==> config.mk <==
export PLATFORM = sky130hd
export DESIGN_NAME = event_encoder_8to3
export DESIGN_NICKNAME = d
export VERILOG_FILES = /design/src/rtl/event_encoder_8to3.sv
export SDC_FILE = /design/constraint.sdc
export NUM_CORES = 1
export LEC_CHECK = 0
export ABC_AREA = 1
export BUFFER_PORTS_ARGS = -buffer_cell sky130_fd_sc_hd__buf_2
export CAP_MARGIN = 25
export CORE_MARGIN = 1
export CORE_UTILIZATION = 35
export DETAILED_ROUTE_END_ITERATION = 10
export MAX_ROUTING_LAYER = met4
export PLACE_DENSITY = 0.61
export SYNTH_ARGS = -nofsm -noshare
export SYNTH_HDL_FRONTEND = slang
export SYNTH_SLANG_ARGS = --single-unit
==> constraint.sdc <==
create_clock -name clk -period 4.14 [get_ports clk]
set_input_delay 0.828 -clock clk [delete_from_list [all_inputs] [get_ports clk]]
set_output_delay 0.828 -clock clk [all_outputs]
set_load 0.03 [all_outputs]
==> src/rtl/event_encoder_8to3.sv <==
// -----------------------------------------------------------------------------
// event_encoder_8to3
//
// Registered 8-to-3 event encoder. Rising edges on the request lines are
// latched as pending events. The highest-index pending event is presented as a
// binary code through a valid/ready handshake, one code per cycle at most.
//
// Ports:
//   clk       in   1     system clock, rising-edge active
//   rst       in   1     synchronous active-high reset
//   en        in   1     enable for edge capture (draining continues when 0)
//   d         in   N     request lines, assumed synchronous to clk
//   ready     in   1     consumer accepts the presented code this cycle
//   ovf_clr   in   1     clears the sticky overflow flag
//   code      out  CW    encoded index of the presented event
//   valid     out  1     code is valid
//   pend      out  N     pending event vector (registered)
//   pend_cnt  out  CW+1  popcount of pend (registered)
//   overflow  out  1     sticky: an edge arrived on an already-pending line
// -----------------------------------------------------------------------------
module event_encoder_8to3 #(
    parameter int N  = 8,   // must equal 2**CW
    parameter int CW = 3
) (
    input  logic          clk,
    input  logic          rst,
    input  logic          en,
    input  logic [N-1:0]  d,
    input  logic          ready,
    input  logic          ovf_clr,
    output logic [CW-1:0] code,
    output logic          valid,
    output logic [N-1:0]  pend,
    output logic [CW:0]   pend_cnt,
    output logic          overflow
);

    typedef enum logic {
        IDLE = 1'b0,
        SHOW = 1'b1
    } state_t;

    state_t         state;
    logic [N-1:0]   d_q;

    logic [N-1:0]   edge_det;
    logic [CW-1:0]  hi_idx;
    logic           load;
    logic [N-1:0]   take;
    logic [N-1:0]   pend_next;
    logic [CW:0]    cnt_next;
    logic           ovf_set;

    // NOTE: every combinational output gets a default before any conditional
    // assignment, so no path leaves a variable unassigned and no latch is built.
    always_comb begin
        edge_det = en ? (d & ~d_q) : '0;

        // Ascending scan: the last set bit seen is the highest index.
        hi_idx = '0;
        for (int i = 0; i < N; i++) begin
            if (pend[i]) hi_idx = CW'(i);
        end

        // A new code is loaded from IDLE, or from SHOW when the current one is
        // accepted; either way only if something is pending.
        load = (pend != '0) && ((state == IDLE) || ready);

        take = '0;
        if (load) take[hi_idx] = 1'b1;

        // An edge on the bit being taken this cycle is a fresh event and stays.
        pend_next = (pend & ~take) | edge_det;

        cnt_next = '0;
        for (int i = 0; i < N; i++) begin
            cnt_next = cnt_next + {{CW{1'b0}}, pend_next[i]};
        end

        ovf_set = |(edge_det & pend & ~take);
    end

    // NOTE: sequential state uses non-blocking assignments so every register
    // samples the pre-edge values regardless of statement order.
    always_ff @(posedge clk) begin
        if (rst) begin
            state    <= IDLE;
            d_q      <= '0;
            pend     <= '0;
            pend_cnt <= '0;
            code     <= '0;
            valid    <= 1'b0;
            overflow <= 1'b0;
        end else begin
            d_q      <= d;
            pend     <= pend_next;
            pend_cnt <= cnt_next;

            // Set has priority over a simultaneous clear.
            if (ovf_set)      overflow <= 1'b1;
            else if (ovf_clr) overflow <= 1'b0;

            case (state)
                IDLE: begin
                    if (load) begin
                        code  <= hi_idx;
                        valid <= 1'b1;
                        state <= SHOW;
                    end
                end
                SHOW: begin
                    if (ready) begin
                        if (load) begin
                            code <= hi_idx;     // back-to-back, no bubble
                        end else begin
                            valid <= 1'b0;
                            state <= IDLE;
                        end
                    end
                end
                default: begin
                    valid <= 1'b0;
                    state <= IDLE;
                end
            endcase
        end
    end

endmodule

==> results of run 1 <==
## per-layer routing
layer / wire length [um] / GRT usage / part of all wire
met1: 1220 / 0.203 / 0.49
met2: 1130 / 0.248 / 0.45
met3: 126 / 0.0435 / 0.050
met4: 31 / 0.0476 / 0.012
met5: 0 / - / 0
## layout make-up
class,instances,area share
clock buffers,4,0.0242
flip-flops and latches,26,0.347
inverters,34,0.0851
well taps,46,0.0384
repair buffers,30,0.102
multi-input cells,111,0.403
## synthesized netlist by cell type
library cell	instances
o21ai_0	4
a21boi_0	1
fa_1	4
xor2_1	1
nor3_1	5
nor2_1	31
nor2_2	1
inv_1	34
or2_2	1
dfxtp_1	26
nand2_2	3
nor2_4	4
ha_1	3
clkbuf_1	2
nand4_1	1
nand2_1	30
a31oi_1	3
a21oi_1	9
nand3_1	10
## tightest hold or removal path, stage by stage (launching register included)
cell and delay [ns]:
dfxtp_1 0.33, o21ai_0 0.06, a21oi_1 0.06
## sequential cells by signal (all words and copies together) (netlist names)
name      count
pend          8
overflow      1
code          3
pend_cnt      4
valid         1
state         1
d_q           8
## path summary, 6_finish.rpt
kind / startpoint / cells past startpoint / slack [ns] / end
min reg2reg: code[2] / 2 / 0.49 / code[2]
max: ready / 18 / 0.46 / pend_cnt[2]
min: code[2] / 2 / 0.49 / code[2]
max reg2reg: pend[3] / 19 / 0.57 / pend_cnt[2]
## power by group through the flow
stage	combinational, mW	sequential, mW	clock, mW
3_5_place_dp	0.207	0.297	0
3_3_place_gp	0.208	0.297	0
4_1_cts	0.208	0.292	0.137
5_1_grt	0.243	0.296	0.144
6_report	0.206	0.291	0.130
2_1_floorplan	0.109	0.341	0
## cell families (layout without fill, tap and decap cells)
group                      Yosys count  in the layout  share of synthesized area
and+or+nand+nor                     86             86                      0.307
buffers and inverters               36             68                      0.107
DFF                                 26             26                      0.413
AOI/OAI and AO/OA                   17             17                     0.0725
adders and majority gates            7              7                     0.0934
xor gates and xnor gates             1              1                    0.00695
## per-stage QoR
| stage | hold slack, ns | utilization | power, mW | instances |
|---|---|---|---|---|
| 4_1_cts | 0.494 | 0.442 | 0.637 | 251 |
| 6_report | 0.489 | 0.442 | 0.627 | 251 |
| 3_5_place_dp | 0.475 | 0.432 | 0.504 | 247 |
| 3_3_place_gp | 0.464 | 0.432 | 0.505 | 247 |
| 2_1_floorplan | 0.451 | - | 0.450 | 173 |
| 5_1_grt | 0.521 | 0.442 | 0.683 | 251 |
==> flow_metrics.py, run 1 <==
metrics = {
    "place": {
        "place_area_um2": 1460,
        "dp_hpwl_um": 1980,
        "port_buffers": 29,
        "place_congestion": 0.864,
        "dpl_worst_slack_ns": 0.122,
    },
    "status": {
        "status": "completed",
    },
    "critical_path": {
        "cpMostUsedCell": "inv_1",
        "cp-end-kind": "register",
        "slowest_stage": "fa_1",
        "timing.critical_path.buf_inv": 6,
        "cp-start-kind": "input port",
        "crit_type": "input port to register",
        "crit_arrival_ns": 3.89,
        "crit_fanout": 6,
        "crit_family": "adder cells",
        "worstPathCellList": "buf_2 > inv_1 > nand2_2 > inv_1 > nor3_1 > nand3_1 > nand2_1 > nand2_1 > fa_1 > inv_1 > fa_1 > fa_1 > inv_1 > ha_1 > inv_1 > fa_1 > xor2_1 > nor2_1",
        "max_stage_delay_ns": 0.49,
        "worst_ep_required_time_ns": 4.35,
    },
    "synth": {
        "syn_inst": 173,
        "synth_area_leader_cell": "dfxtp_1",
        "synth_seq_area_share": 0.413,
        "ys_ff_latch": 26,
        "yosys.area.top_type_share": 0.413,
        "syn_nets": 193,
        "synth_area_leaders": "dfxtp_1, inv_1, nor2_1",
        "synth_cell_types": 19,
        "syn_area_um2": 1260,
        "avgSynthCellArea_um2": 7.28,
        "ys_warn_count": 0,
    },
    "grt": {
        "grt_max_degree": 24,
        "grt-ovfl-total": 0,
        "grt_first_pass_wirelength_um": 4260,
        "grt_pass1_vias": 975,
        "track_usage": 0.160,
        "grt_antenna_before_repair": 0,
    },
    "floorplanning": {
        "fp.dieW_um": 62,
        "die_h_um": 62,
        "core_area_um2": 3390,
        "row_count": 21,
        "die_area_um2": 3840,
        "io-pin-count": 30,
        "initial_core_util": 0.372,
    },
    "clocking": {
        "cts_buffers": 3,
        "htreeDepth": 1,
        "post-cts-setup-buffers": 0,
        "path_clk_slew_ns": 0.14,
        "cts_hold_buf": 0,
        "clockBufferDepth": 2,
        "clock-sinks": 26,
        "cts_tree": "built",
        "clockRootBuffer": "clkbuf_4",
        "ctsResizeCount": 0,
        "worstSkewPairLatency_ns": 0.33,
    },
    "power": {
        "vdd_ir_drop_max_mv": 0.211,
        "p_leak_nw": 0.804,
        "p_per_area_nw_per_um2": 419,
        "p_clk_frac": 0.207,
        "power_frac_seq": 0.464,
        "power.switching_uw": 224,
        "pwr-share-comb": 0.329,
        "p_int_uw": 403,
        "swShare": 0.358,
    },
    "min_path": {
        "hp-class": "register to register",
    },
    "drt": {
        "drt-total-wl_um": 2510,
        "drt-wirelength-per-cell_um": 10.0,
        "viasPerCell": 4.35,
        "first_pass_iters": 4,
        "drt_iter0_markers": 52,
        "postRouteAntennaNets": 0,
        "num_vias": 1093,
        "drcViolationCount": 0,
    },
    "timing": {
        "skew_ns": 0.00965,
        "rsz0062_at_grt": "false",
        "fin_tns_setup_ns": 0,
        "slew_headroom": 0.696,
        "worst_slack_ns": 0.462,
        "fmaxAchievable_mhz": 272,
        "min_period_ns": 3.68,
        "period_share": 0.888,
        "slew_violations": 0,
        "hold_viol_final": 0,
        "worst_pin_slew_ns": 0.452,
        "setup_viol": 0,
    },
    "layout": {
        "finalNetCount": 226,
        "fin_area_um2": 1500,
        "diodes": 0,
        "fillCellCount": 357,
        "multiInputGateArea_um2": 604,
        "drive_gt1_frac": 0.210,
        "final_common_cell": "inv_1",
        "layout_common_cells": "inv_1, nor2_1, nand2_1",
        "seqCellArea_um2": 520,
        "area_growth_pct": 19.0,
    },
    "flow_run": {
        "maxCapViolations": 0,
    },
}
Power figures use the tool's default switching activity.
==> run 2, diff against run 1 <==
CORE_ASPECT_RATIO = 0.8   (was not set)
HOLD_SLACK_MARGIN = 0.06   (was not set)
==> flow_metrics.py, run 2 (synthesized netlist as in run 1, its figures left out) <==
metrics = {
    "clocking": {
        "cts_tree": "built",
        "post-cts-setup-buffers": 0,
        "clockRootBuffer": "clkbuf_8",
        "clockBufferDepth": 2,
        "cts_buffers": 3,
        "clock-sinks": 26,
        "path_clk_slew_ns": 0.09,
        "ctsResizeCount": 0,
        "htreeDepth": 1,
        "worstSkewPairLatency_ns": 0.27,
        "cts_hold_buf": 0,
    },
    "power": {
        "power.total_uw": 711,
        "p_per_area_nw_per_um2": 465,
        "vdd_ir_drop_max_mv": 0.186,
        "p_leak_nw": 0.819,
    },
    "critical_path": {
        "worstPathCellList": "buf_2 > inv_1 > nand2_2 > inv_1 > nor3_1 > nand3_1 > nand2_1 > nand2_1 > fa_1 > inv_1 > fa_1 > fa_1 > inv_1 > ha_1 > inv_1 > fa_1 > xor2_1 > nor2_1",
        "worst_ep_required_time_ns": 4.30,
        "max_stage_delay_ns": 0.49,
        "crit_fanout": 6,
        "crit_type": "input port to register",
        "crit_start": "ready",
        "cp-start-kind": "input port",
        "r2r_start": "pend[3]",
        "cp-end-kind": "register",
        "crit_arrival_ns": 3.92,
        "slowest_stage": "fa_1",
        "cpMostUsedCell": "inv_1",
    },
    "layout": {
        "area_growth_pct": 21.4,
        "layout_common_cells": "inv_1, nor2_1, nand2_1",
        "final_common_cell": "inv_1",
        "drive_gt1_frac": 0.210,
        "finalNetCount": 226,
        "fin_area_um2": 1530,
        "reg_top3": "d_q (8), pend (8), pend_cnt (4)",
        "fillCellCount": 354,
        "diodes": 0,
    },
    "timing": {
        "period_share": 0.908,
        "slew_headroom": 0.705,
        "slew_violations": 0,
        "fmaxAchievable_mhz": 266,
        "rsz0062_at_grt": "false",
        "skew_ns": 0.00246,
        "hold_viol_final": 0,
        "min_period_ns": 3.76,
        "worst_pin_slew_ns": 0.439,
        "fin_tns_setup_ns": 0,
        "hold_ws_ns": 0.483,
        "setup_viol": 0,
    },
    "grt": {
        "grt_pass1_vias": 1027,
        "grt_antenna_before_repair": 0,
        "grt_first_pass_wirelength_um": 4470,
        "grt-ovfl-total": 0,
        "track_usage": 0.149,
        "grt_max_degree": 24,
    },
    "place": {
        "place_area_um2": 1460,
        "port_buffers": 29,
        "dp_hpwl_um": 2080,
        "place_congestion": 0.909,
    },
    "drt": {
        "postRouteAntennaNets": 0,
        "num_vias": 1121,
        "drt_iter0_markers": 50,
        "viasPerCell": 4.54,
        "first_pass_iters": 4,
        "drt-wirelength-per-cell_um": 10.7,
        "drt-total-wl_um": 2630,
        "drcViolationCount": 0,
    },
    "min_path": {
        "hold_start": "code[2]",
        "hp-class": "register to register",
    },
    "floorplanning": {
        "io-pin-count": 30,
        "core_area_um2": 3450,
        "die_h_um": 55.7,
        "initial_core_util": 0.366,
        "row_count": 19,
        "die_area_um2": 3850,
        "fp.dieW_um": 69.1,
    },
    "flow_run": {
        "maxCapViolations": 0,
    },
    "status": {
        "status": "completed",
    },
}
==> run 2: final cells by class <==
type,count,area (um^2),area share
clock inverters,1,30.0,0.0196
inverters,34,128,0.0835
repair buffers,30,153,0.0998
clock buffers,3,41.3,0.0270
well taps,42,52.6,0.0344
flip-flops and latches,26,520,0.340
multi-input cells,111,604,0.395
==> run 2: through the flow <==
step | std cells | util | worst slack [ns]
finish | 247 | 0.444 | 0.381
global route | 247 | 0.444 | 0.151
CTS | 247 | 0.444 | 0.376
detailed placement | 243 | 0.423 | 0.0940
global placement | 243 | 0.423 | 0.116
floorplan | 173 | - | 0.350
==> run 2: critical path, delay by kind of cell <==
kind	cells	cell delay, ns
xor+xnor	1	0.14
fa+ha+maj	5	1.91
buf+inv	6	0.41
simple gates	6	0.65
==> run 2: worst paths after layout <==
check / slack [ns] / endpoint / cells past startpoint
max reg2reg: 0.62 / pend_cnt[2] / 19
min: 0.48 / code[2] / 2
min reg2reg: 0.48 / code[2] / 2
max: 0.38 / pend_cnt[2] / 18
==> run 2: layer usage <==
metal	share of wire	vias to the layer above	GRT usage
met5	0	-	-
met4	0.0049	0	0.0350
met3	0.048	2	0.0399
met2	0.44	30	0.222
met1	0.51	494	0.203
li1	-	595	-
==> run 2: power breakdown <==
part	switching, mW	internal, mW
Clock	0.0817	0.129
Sequential	0.0143	0.277
Combinational	0.136	0.0717
Total	0.233	0.479
==> run 3, diff against run 2 <==
ABC_AREA = not set   (was 1)
==> flow_metrics.py, run 3 <==
metrics = {
    "timing": {
        "skew_ns": 0.00612,
        "period_share": 0.916,
        "setup_viol": 0,
        "rsz0062_at_grt": "false",
        "fin_tns_setup_ns": 0,
        "fmaxAchievable_mhz": 264,
        "slew_violations": 0,
        "slew_headroom": 0.603,
        "hold_ws_ns": 0.471,
        "min_period_ns": 3.79,
        "hold_viol_final": 0,
        "worst_pin_slew_ns": 0.590,
    },
    "grt": {
        "grt_antenna_before_repair": 0,
        "grt-ovfl-total": 0,
        "grt_max_degree": 27,
        "grt_first_pass_wirelength_um": 4710,
        "grt_pass1_vias": 1076,
        "track_usage": 0.158,
    },
    "layout": {
        "seqCellArea_um2": 520,
        "multiInputGateArea_um2": 663,
        "finalNetCount": 187,
        "diodes": 0,
        "reg_top3": "d_q (8), pend (8), pend_cnt (4)",
        "layout_common_cells": "buf_2, dfxtp_1, nor2_1, inv_1, a21oi_1",
        "fillCellCount": 346,
        "final_common_cell": "buf_2",
        "drive_gt1_frac": 0.255,
        "area_growth_pct": 15.9,
    },
    "floorplanning": {
        "die_h_um": 56.1,
        "die_area_um2": 3910,
        "initial_core_util": 0.370,
        "fp.dieW_um": 69.7,
        "core_area_um2": 3470,
        "row_count": 19,
        "io-pin-count": 30,
    },
    "power": {
        "swShare": 0.330,
        "p_int_uw": 409,
        "p_leak_nw": 0.665,
        "p_clk_frac": 0.229,
        "pwr-share-comb": 0.297,
        "p_per_area_nw_per_um2": 411,
        "vdd_ir_drop_max_mv": 0.150,
        "power.switching_uw": 202,
        "power_frac_seq": 0.474,
    },
    "synth": {
        "synth_area_leader_cell": "dfxtp_1",
        "synth_cell_types": 40,
        "ys_ff_latch": 26,
        "synthFlopType": "dfxtp_1",
        "ys_warn_count": 0,
        "avgSynthCellArea_um2": 9.29,
        "synth_area_leaders": "dfxtp_1, fa_1, nor2b_1",
        "synth_seq_area_share": 0.406,
        "async_flop_share": 0,
        "yosys-top-cells-count": "dfxtp_1, a21oi_1, inv_1, nor2_1",
        "syn_area_um2": 1280,
        "synth_edf_count": 0,
        "syn_inst": 138,
        "syn_nets": 158,
        "yosys.area.top_type_share": 0.406,
        "synth.most_common_cell": "dfxtp_1",
    },
    "critical_path": {
        "cp-start-kind": "register",
        "crit_arrival_ns": 3.94,
        "crit_fanout": 9,
        "cpMostUsedCell": "fa_1",
        "worst_ep_required_time_ns": 4.29,
        "max_stage_delay_ns": 0.58,
        "slowest_stage": "nor4_2",
        "cp-end-kind": "register",
        "crit_type": "register to register",
        "worstPathCellList": "nor4_2 > nand3_1 > nand2_1 > nand2_1 > fa_1 > inv_1 > fa_1 > fa_1 > inv_1 > ha_1 > inv_1 > fa_1 > xor2_1 > nor2_1",
    },
    "clocking": {
        "post-cts-setup-buffers": 0,
        "cts_tree": "built",
        "clock-sinks": 26,
        "ctsResizeCount": 0,
        "htreeDepth": 1,
        "worstSkewPairLatency_ns": 0.27,
        "clockRootBuffer": "clkbuf_8",
        "path_clk_slew_ns": 0.09,
        "clockBufferDepth": 2,
        "cts_buffers": 3,
        "cts_hold_buf": 0,
    },
    "place": {
        "place_congestion": 0.828,
        "port_buffers": 29,
        "dp_hpwl_um": 2030,
    },
    "drt": {
        "drt-wirelength-per-cell_um": 12.7,
        "first_pass_iters": 4,
        "num_vias": 1085,
        "drcViolationCount": 0,
        "drt_iter0_markers": 50,
        "postRouteAntennaNets": 0,
        "drt-total-wl_um": 2640,
        "viasPerCell": 5.24,
    },
    "flow_run": {
        "maxCapViolations": 0,
    },
    "min_path": {
        "hp-class": "register to register",
    },
    "status": {
        "status": "completed",
    },
}
==> run 3: cell types whose count changed in the layout (fill, tap and decap cells not counted), sizes merged, moves of 3 or more <==
cell | before | now
a21oi | 9 | 12
a311oi | 0 | 4
and3b | 0 | 3
inv | 34 | 11
nand2 | 33 | 10
nand2b | 0 | 3
nand3 | 10 | 5
nand3b | 0 | 5
nor2 | 36 | 11
nor2b | 0 | 10
==> run 3: logic make-up (layout without fill, tap and decap cells) <==
family,after synthesis,count (layout),share of synthesized area
and+or+nand+nor,57,57,0.263
AOI/OAI and AO/OA,28,28,0.155
DFF,26,26,0.406
buffers and inverters,19,46,0.0771
adders and majority gates,7,7,0.0917
xor gates and xnor gates,1,1,0.00683
==> run 3: per-layer routing <==
metal | global-route usage | vias to the layer above | part of all wire
li1 | - | 528 | -
met3 | 0.0453 | 6 | 0.060
met1 | 0.203 | 510 | 0.48
met5 | - | - | 0
met4 | 0.0600 | 0 | 0.020
met2 | 0.237 | 41 | 0.44
==> run 3: power groups by stage <==
stage               sequential, mW  clock [mW]  combinational, mW
detailed placement           0.296           0              0.182
floorplan                    0.331           0              0.101
global route                 0.294       0.161              0.205
global placement             0.295           0              0.179
finish                       0.289       0.140              0.182
CTS                          0.290       0.149              0.183
==> run 3: cell type report <==
| cell class | instances | area share |
|---|---|---|
| timing repair buffer | 32 | 0.113 |
| clock buffer | 3 | 0.0278 |
| sequential | 26 | 0.350 |
| multi-input combinational | 93 | 0.446 |
| inverter | 11 | 0.0278 |
| tap | 42 | 0.0354 |
==> run 3: worst paths after layout <==
check / startpoint / endpoint / slack (ns) / depth (start not counted)
worst max register to register: pend[7] / pend_cnt[2] / 0.35 / 14
worst min register to register: valid / valid / 0.47 / 1
worst min-delay path: valid / valid / 0.47 / 1
worst max-delay path: pend[7] / pend_cnt[2] / 0.35 / 14
==> run 3: per-stage QoR <==
| step | instance area (um^2) | utilization | setup slack, ns | std cells | total power, mW |
|---|---|---|---|---|---|
| 6_report | 1490 | 0.428 | 0.346 | 207 | 0.611 |
| 5_1_grt | 1490 | 0.428 | 0.0870 | 207 | 0.660 |
| 4_1_cts | 1490 | 0.428 | 0.357 | 207 | 0.622 |
| 3_5_place_dp | 1450 | 0.416 | 0.235 | 204 | 0.478 |
| 3_3_place_gp | 1450 | 0.416 | 0.273 | 204 | 0.474 |
| 2_1_floorplan | 1280 | - | 0.376 | 138 | 0.432 |
==> run 3: critical path: cells and delay by family (launching register included) <==
kind	cells	cell delay [ns]
XOR/XNOR	1	0.14
adder cells (fa/ha/maj)	5	1.99
buffers and inverters	3	0.17
flip-flops	1	0.41
AND/OR/NAND/NOR	5	0.98
